--- src/rtl/gnr_pkg.sv ---
// Shared definitions for the gene-regulatory-network cycle detector:
// sequencer state encoding and default datapath widths.
package gnr_pkg;

    localparam int GNR_NUM_NODES = 8;
    localparam int GNR_CNT_WIDTH = 16;

    typedef enum logic [2:0] {
        ST_IDLE    = 3'd0,
        ST_LOAD    = 3'd1,
        ST_ISSUE_A = 3'd2,
        ST_ISSUE_B = 3'd3,
        ST_CHECK   = 3'd4,
        ST_ISSUE_P = 3'd5,
        ST_CHECK_P = 3'd6,
        ST_FIN     = 3'd7
    } gnr_state_e;

endpackage

--- src/rtl/gnr_vec_cmp.sv ---
// Register-free equality comparator over a network state vector.
module gnr_vec_cmp #(
    parameter int NUM_NODES = 8
) (
    input  logic [NUM_NODES-1:0] a,
    input  logic [NUM_NODES-1:0] b,
    output logic                 eq
);

    assign eq = (a == b);

endmodule

--- src/rtl/gnr_cycle_detector.sv ---
// Floyd tortoise/hare sequencer for the Boolean network node blocks:
// finds the meeting step, then the attractor period, with a step limit.
module gnr_cycle_detector
    import gnr_pkg::*;
#(
    parameter int NUM_NODES = GNR_NUM_NODES,
    parameter int CNT_WIDTH = GNR_CNT_WIDTH,
    parameter int MAX_STEPS = 1000
) (
    input  logic                 clk,
    input  logic                 rst,
    input  logic                 start,
    input  logic [NUM_NODES-1:0] init_vec,
    input  logic [NUM_NODES-1:0] s0_vec,
    input  logic [NUM_NODES-1:0] s1_vec,
    output logic                 reset_nos,
    output logic [NUM_NODES-1:0] init_state,
    output logic                 start_s0,
    output logic                 start_s1,
    output logic                 busy,
    output logic                 done,
    output logic                 timeout,
    output logic [CNT_WIDTH-1:0] meet_step,
    output logic [CNT_WIDTH-1:0] period
);

    localparam logic [CNT_WIDTH-1:0] MAX_CNT = CNT_WIDTH'(MAX_STEPS);

    gnr_state_e           state_r;
    gnr_state_e           state_nx_s;
    logic [CNT_WIDTH-1:0] m_r;
    logic [CNT_WIDTH-1:0] p_r;
    logic                 vec_eq_s;

    gnr_vec_cmp #(
        .NUM_NODES (NUM_NODES)
    ) u_cmp (
        .a  (s0_vec),
        .b  (s1_vec),
        .eq (vec_eq_s)
    );

    // Next-state selection for the meeting and period phases
    always_comb begin
        state_nx_s = state_r;
        case (state_r)
            ST_IDLE: begin
                if (start) begin
                    state_nx_s = ST_LOAD;
                end else begin
                    state_nx_s = ST_IDLE;
                end
            end
            ST_LOAD:    state_nx_s = ST_ISSUE_A;
            ST_ISSUE_A: state_nx_s = ST_ISSUE_B;
            ST_ISSUE_B: state_nx_s = ST_CHECK;
            ST_CHECK: begin
                if (vec_eq_s) begin
                    state_nx_s = ST_ISSUE_P;
                end else if (m_r == MAX_CNT) begin
                    state_nx_s = ST_FIN;
                end else begin
                    state_nx_s = ST_ISSUE_A;
                end
            end
            ST_ISSUE_P: state_nx_s = ST_CHECK_P;
            ST_CHECK_P: begin
                if (vec_eq_s || (p_r == MAX_CNT)) begin
                    state_nx_s = ST_FIN;
                end else begin
                    state_nx_s = ST_ISSUE_P;
                end
            end
            ST_FIN:  state_nx_s = ST_IDLE;
            default: state_nx_s = ST_IDLE;
        endcase
    end

    // State register and strobes decoded from the state being entered
    always_ff @(posedge clk or posedge rst) begin
        if (rst) begin
            state_r   <= ST_IDLE;
            reset_nos <= 1'b0;
            start_s0  <= 1'b0;
            start_s1  <= 1'b0;
            busy      <= 1'b0;
            done      <= 1'b0;
        end else begin
            state_r   <= state_nx_s;
            reset_nos <= (state_nx_s == ST_LOAD);
            start_s0  <= (state_nx_s == ST_ISSUE_A) || (state_nx_s == ST_ISSUE_B);
            start_s1  <= (state_nx_s == ST_ISSUE_A) || (state_nx_s == ST_ISSUE_B) ||
                         (state_nx_s == ST_ISSUE_P);
            busy      <= (state_nx_s != ST_IDLE);
            done      <= (state_nx_s == ST_FIN);
        end
    end

    // Step counters and result registers; results hold until the next accepted start
    always_ff @(posedge clk or posedge rst) begin
        if (rst) begin
            init_state <= {NUM_NODES{1'b0}};
            m_r        <= {CNT_WIDTH{1'b0}};
            p_r        <= {CNT_WIDTH{1'b0}};
            timeout    <= 1'b0;
            meet_step  <= {CNT_WIDTH{1'b0}};
            period     <= {CNT_WIDTH{1'b0}};
        end else begin
            case (state_r)
                ST_IDLE: begin
                    if (start) begin
                        init_state <= init_vec;
                        m_r        <= {CNT_WIDTH{1'b0}};
                        p_r        <= {CNT_WIDTH{1'b0}};
                        timeout    <= 1'b0;
                        meet_step  <= {CNT_WIDTH{1'b0}};
                        period     <= {CNT_WIDTH{1'b0}};
                    end
                end
                ST_ISSUE_B: m_r <= m_r + CNT_WIDTH'(1);
                ST_CHECK: begin
                    if (vec_eq_s) begin
                        meet_step <= m_r;
                        p_r       <= {CNT_WIDTH{1'b0}};
                    end else if (m_r == MAX_CNT) begin
                        timeout <= 1'b1;
                    end
                end
                ST_ISSUE_P: p_r <= p_r + CNT_WIDTH'(1);
                ST_CHECK_P: begin
                    if (vec_eq_s) begin
                        period <= p_r;
                    end else if (p_r == MAX_CNT) begin
                        timeout <= 1'b1;
                    end
                end
                default: begin
                    m_r <= m_r;
                end
            endcase
        end
    end

endmodule

--- config.mk ---
export PLATFORM = sky130hd
export DESIGN_NAME = gnr_cycle_detector
export DESIGN_NICKNAME = d
export VERILOG_FILES = /design/src/rtl/gnr_pkg.sv /design/src/rtl/gnr_vec_cmp.sv /design/src/rtl/gnr_cycle_detector.sv
export SDC_FILE = /design/constraint.sdc
export NUM_CORES = 1
export LEC_CHECK = 0
export CORE_ASPECT_RATIO = 0.7
export CORE_MARGIN = 10
export CORE_UTILIZATION = 50
export DETAILED_ROUTE_END_ITERATION = 6
export PLACE_DENSITY_LB_ADDON = 0.12
export SETUP_SLACK_MARGIN = 0.4
export SLEW_MARGIN = 15
export SYNTH_ARGS = -nofsm -noshare
export SYNTH_HDL_FRONTEND = slang
export SYNTH_SLANG_ARGS = --single-unit
--- constraint.sdc ---
create_clock -name clk -period 6 [get_ports clk]
set_input_delay 1.2 -clock clk [delete_from_list [all_inputs] [get_ports clk]]
set_output_delay 1.2 -clock clk [all_outputs]
set_load 0.02 [all_outputs]
== Yosys cells after proc, flatten, opt, wreduce, memory -nomap -nowiden ==
Index checks and enable logic that the tools add are counted.

* Output and inout port bits: 46
* Flip-flop bits (word level): 81

* Mux-type cells: 19
* Add/sub/neg operators: 2
* Reductions and logical operators: 16
* Equal/unequal tests: 22

{| class="wikitable"
|+ Operators by type and width
! kind !! count
|-
| one-hot mux 16 bit (2 select lines) || 3
|-
| two-way mux 16 bit || 4
|-
| one-hot mux 16 bit (3 select lines) || 1
|-
| adder 16 x 1 -> 16 bit (second input constant) || 2
|-
| equality test 16 x 10 -> 1 bit (second input constant) || 2
|-
| one-hot mux 3 bit (8 select lines) || 1
|-
| equality test 3 bit (second input constant) || 6
|-
| inequality test 2 bit (second input constant) || 7
|-
| equality test 3 x 2 -> 1 bit (second input constant) || 4
|-
| AND reduction 3 bit || 3
|-
| nonzero test 3 bit || 3
|-
| equality test 8 bit || 1
|-
| equality test 3 x 1 -> 1 bit (second input constant) || 2
|-
| two-way mux 1 bit || 6
|-
| two-way mux 3 bit || 2
|-
| AND reduction 6 bit || 1
|-
| nonzero test 2 bit || 3
|-
| AND reduction 2 bit || 2
|-
| zero test 3 bit || 1
|-
| logical OR 1 bit || 3
|-
| one-hot mux 1 bit (3 select lines) || 1
|-
| two-way mux 2 bit || 1
|}

== Depth between registers and ports, before layout ==
* Depth in word-level cells: 7
* Mapped depth: 8
* Gate-level depth less buffers: 7

== Cells and area by module ==
From an unflattened synthesis, not the netlist that was laid out.

* Cells, all modules: 411
* Area total of the unflattened synthesis: 3812.4 sq um

{| class="wikitable"
|+ By module, submodules not included
! module !! cells each !! instances !! area an instance (sq um)
|-
| gnr_cycle_detector || 400 || 1 || 3726.1
|-
| gnr_vec_cmp || 11 || 1 || 86.3
|}

== Worst setup path before layout ==
OpenSTA, ideal clock, no wires.

* Kind: input to register
* From: in s1_vec[7]
* To: reg p_r[7]
* Stages on the path: 6
* Data required time: 5.921 ns
* Data arrival time: 2.587 ns
* Path buffers: 1
* Slack: 3.334 ns
* Library setup time: 0.079 ns
* Cells stage by stage: xor2_1 > nor4_4 > a21oi_2 > buf_6 > or4_1 > a21oi_1

* Word-level cells in the longest chain between the ends: 3

{| class="wikitable"
|+ RTL lines
! what !! RTL line !! source
|-
| from (decl) || gnr_cycle_detector.sv:15 || <nowiki>input logic [NUM_NODES-1:0] s1_vec,</nowiki>
|-
| equality test 8 bit || gnr_vec_cmp.sv:10 || <nowiki>assign eq = (a == b);</nowiki>
|-
| inequality test 2 bit (no source line) || -- ||
|-
| AND reduction 3 bit (no source line) || -- ||
|-
| to (signal assigned) || gnr_cycle_detector.sv:104 || <nowiki>p_r <= {CNT_WIDTH{1'b0}};</nowiki>
|-
| to (signal assigned) || gnr_cycle_detector.sv:114 || <nowiki>p_r <= {CNT_WIDTH{1'b0}};</nowiki>
|-
| to (signal assigned) || gnr_cycle_detector.sv:124 || <nowiki>p_r <= {CNT_WIDTH{1'b0}};</nowiki>
|-
| to (decl) || gnr_cycle_detector.sv:32 || <nowiki>logic [CNT_WIDTH-1:0] p_r;</nowiki>
|}

Every way passes these cells.
A chain may end at the register's enable or synchronous reset.

== Worst setup path after layout ==
* From: in s1_vec[7]
* To: reg p_r[9]

The elaborated chain is that of the path after synthesis.

==> results.cfg <==
[outcome]
outcome = completed

[logic_synthesis]
postSynth.topFlopCell = sky130_fd_sc_hd__dfrtp_1
xor_xnor_fraction_of_synth_area_pct = 1.78
yosysWarnings = 0
synth.cell_area_sq_um = 3930
postSynth.asyncResetShare_pct = 100
mappedNetlistNets = 466
ys_top_cells_by_area = sky130_fd_sc_hd__dfrtp_1, sky130_fd_sc_hd__nand2_1, sky130_fd_sc_hd__o21ai_0
synth_compound_area_share_pct = 16.1
flops_latches_synth = 81
sequential_to_total_area_share_from_yosys_stat_pct = 51.6
netlist.area_leader.share_pct = 51.6
synthDistinctLibCells = 46
post-synth-top-area-cell = sky130_fd_sc_hd__dfrtp_1
synthMuxAreaShare_pct = 2.04
post_synth_fa_ha_maj_area_fraction_pct = 1.27
avgSynthCellArea_sq_um = 9.04
number_of_instances_in_the_synthesized_netlist = 435
synth_top_family_by_area = simple AND/OR/NAND/NOR gates
synth-edff-count = 0
synth-simple-area-share_pct = 23.9

[cells_and_area]
fill_cells = 630
flow.area_growth_from_synthesis_pct = 29.0
insertedDiodeCount = 0
finalNetCount = 529
layout-drive-gt1-share_pct = 5.77

[setup_path]
worst_path_fanout_max = 20
path_buf_inv = 1
critical_path_class = input port to flip-flop
critical_path.top_delay_family = simple AND/OR/NAND/NOR gates
cp_data_arrival_time_ns = 3.52
cp_slowest_stage_delay_ns = 0.59
timing.critical_path.from_type = input port
worstSetupEndpointType = flip-flop
crit_required_ns = 6.25
worstPathCellList = clkdlybuf4s50_1 > xor2_1 > nor4_4 > a21oi_2 > or4_1 > a21oi_1
cpMaxStageDelayCell = sky130_fd_sc_hd__nor4_4

[die]
coreArea_sq_um = 7480
design.die.area_sq_um = 11900
row_count = 26
die_w_microns = 126
fp.dieH_microns = 94.2
initial_core_utilization_pct = 52.5
top_level_pins = 73

[global_routing]
antenna_violations_before_repair = 0
grt_use_total_pct = 17.0
first_global_vias = 3218
grt_pass1_wl_microns = 16900
gr-total-overflow = 0
maximum_number_of_pins_on_one_net_before_global_route_repair = 53

[clock_network]
cts_hold_repair.buffers = 0
cts.sink_count = 81
cts_resized = 0
clock-root-buffer = sky130_fd_sc_hd__clkbuf_16
cts_setup_buffers = 0
clock_path_buffers = 2
tritoncts.num_buffers = 9
clock_insertion_delay_at_the_later_pin_of_the_skew_report_ns = 0.33
cts_htree_levels = 3
cts.reportedPaths.clkPinSlew_ns = 0.06
cts_tree = done

[sta]
slew_headroom_pct = 39.4
final-setup-viol-count = 0
final_period_minus_worst_setup_slack_ns = 3.28
final.period_utilization_pct = 54.6
rsz0062_at_grt = false
timing.fmax_mhz = 305
timing.final.hold_violations = 0
setup_tns_ns = 0
count_of_pins_over_their_slew_limit = 0
fin_skew_ns = 0.00576
timing_worst_slew_pin_value_ns = 0.905

[routing]
vias_per_cell = 5.74
drt_first_iter_violations = 282
detail_route.drc_violations = 0
drtPass1Iterations = 5
count_of_vias_placed_by_the_detailed_router = 3448
routed_wirelength_microns = 10000
postRouteAntennaNets = 0
post_drt_wl_per_cell_microns = 16.7

[power_and_ir_drop]
total_power_w = 0.00186
vdd.ir_drop.worst_mv = 0.262
cellLeakagePower_nw = 2.08
p_per_area_nw_per_um2 = 367

[placement]
number_of_buffers_inserted_by_port_buffering = 72
place_congestion = 0.871
hpwl_microns = 7360

[hold_path]
hold_path_class = flip-flop to flip-flop

[flow_run]
cap_violations = 0
[state kept, by name, indices dropped and copies added (netlist names), 3 cells and up]
register	count
period	16
m_r	16
meet_step	16
init_state	8
state_r	3
p_r	16
[stage by stage]
| stage | instance area [sq um] | hold slack [ns] | instances | utilization, % | setup WS, ns |
|---|---|---|---|---|---|
| after detailed placement | 4710 | 0.462 | 585 | 63.0 | 2.17 |
| final | 5070 | 0.476 | 601 | 67.8 | 2.72 |
| after CTS | 5050 | 0.477 | 601 | 67.4 | 2.52 |
| after global placement | 4710 | 0.459 | 585 | 63.0 | 2.29 |
| after global routing | 5070 | 0.495 | 601 | 67.8 | 2.59 |
| after floorplan | 3930 | 0.479 | 435 | - | 2.72 |
[cell type report]
class                      count  area [sq um]  share of cell area [%]
clock buffer                  12           256                    5.06
clock inverter                 4          75.1                    1.48
inverter                      10          38.8                   0.765
multi-input combinational    321          1810                    35.6
sequential                    81          2030                    40.0
tap                           98           123                    2.42
timing repair buffer          75           743                    14.7
[cell usage in the layout, fill, tap and decap left out, types with 4 or more instances in the layout]
| cell | Yosys | routed |
|---|---|---|
| sky130_fd_sc_hd__ha_1 | 4 | 4 |
| sky130_fd_sc_hd__clkbuf_16 | 0 | 9 |
| sky130_fd_sc_hd__inv_1 | 10 | 9 |
| sky130_fd_sc_hd__mux2i_1 | 8 | 8 |
| sky130_fd_sc_hd__xor2_1 | 8 | 8 |
| sky130_fd_sc_hd__nand2_1 | 116 | 116 |
| sky130_fd_sc_hd__clkdlybuf4s50_1 | 0 | 72 |
| sky130_fd_sc_hd__o31ai_1 | 16 | 16 |
| sky130_fd_sc_hd__o21ai_0 | 48 | 48 |
| sky130_fd_sc_hd__o211ai_1 | 5 | 5 |
| sky130_fd_sc_hd__or4_1 | 7 | 7 |
| sky130_fd_sc_hd__nor3_1 | 4 | 4 |
| sky130_fd_sc_hd__nand4_1 | 7 | 7 |
| sky130_fd_sc_hd__nand3_1 | 14 | 14 |
| sky130_fd_sc_hd__or3_1 | 4 | 4 |
| sky130_fd_sc_hd__nor2_1 | 16 | 16 |
| sky130_fd_sc_hd__and4_1 | 4 | 4 |
| sky130_fd_sc_hd__dfrtp_1 | 81 | 81 |
| sky130_fd_sc_hd__a21oi_1 | 18 | 18 |
[kinds of logic after synthesis]
logic type               count (synthesis)
adder cells (fa/ha/maj)                  4
multiplexers                             8
flip-flops                              81
AND/OR/NAND/NOR                        195
XOR/XNOR                                 8
buffers and inverters                   33
AO/OA/AOI/OAI                          106
[power breakdown]
group,switching (W),internal (W)
registers,0.000102,0.000624
clock network,0.000218,0.000387
logic,0.000326,0.000202
[Yosys cell counts, types with 2 or more instances]
master,n
sky130_fd_sc_hd__nand2_1,116
sky130_fd_sc_hd__o31ai_1,16
sky130_fd_sc_hd__buf_2,2
sky130_fd_sc_hd__nand2b_1,2
sky130_fd_sc_hd__inv_1,10
sky130_fd_sc_hd__nor4_1,3
sky130_fd_sc_hd__o21a_1,3
sky130_fd_sc_hd__nor3_1,4
sky130_fd_sc_hd__and2_1,3
sky130_fd_sc_hd__o211ai_1,5
sky130_fd_sc_hd__a21oi_1,18
sky130_fd_sc_hd__nor3_2,2
sky130_fd_sc_hd__xor2_1,8
sky130_fd_sc_hd__nand3_1,14
sky130_fd_sc_hd__nand4_1,7
sky130_fd_sc_hd__or3_1,4
sky130_fd_sc_hd__dfrtp_1,81
sky130_fd_sc_hd__mux2i_1,8
sky130_fd_sc_hd__nor2b_1,2
sky130_fd_sc_hd__or4_1,7
sky130_fd_sc_hd__and3_1,3
sky130_fd_sc_hd__a31oi_1,4
sky130_fd_sc_hd__and4_1,4
sky130_fd_sc_hd__nor4_4,2
sky130_fd_sc_hd__ha_1,4
sky130_fd_sc_hd__o21ai_0,48
sky130_fd_sc_hd__clkbuf_1,19
sky130_fd_sc_hd__nor2_1,16
sky130_fd_sc_hd__a311oi_1,3
[path summary, 6_finish.rpt]
kind	slack (ns)	to	cells after the start	startpoint
setup reg to reg	3.17	period[10]	6	state_r[2]
hold / removal	0.48	meet_step[7]	2	meet_step[7]
hold reg to reg	0.48	meet_step[7]	2	meet_step[7]
min in group asynchronous	1.21	state_r[2]	2	rst
max in group asynchronous	3.76	p_r[14]	3	rst
setup / recovery	2.72	p_r[9]	6	s1_vec[7]
[worst register-to-register path: cells and delay by family (launching register included)]
| kind | cells | cell delay (ns) |
|---|---|---|
| compound gates | 2 | 0.91 |
| buf+inv | 3 | 0.90 |
| flops | 1 | 0.72 |
| simple gates | 1 | 0.14 |
[per-layer routing]
metal,global-route usage (%),vias to the layer above,wire length [microns]
li1,-,1658,-
met1,24.9,1609,4730
met2,22.9,167,4050
met3,6.26,14,1130
met4,4.25,0,113
met5,0,-,0
(Power assumes the default switching activity.)
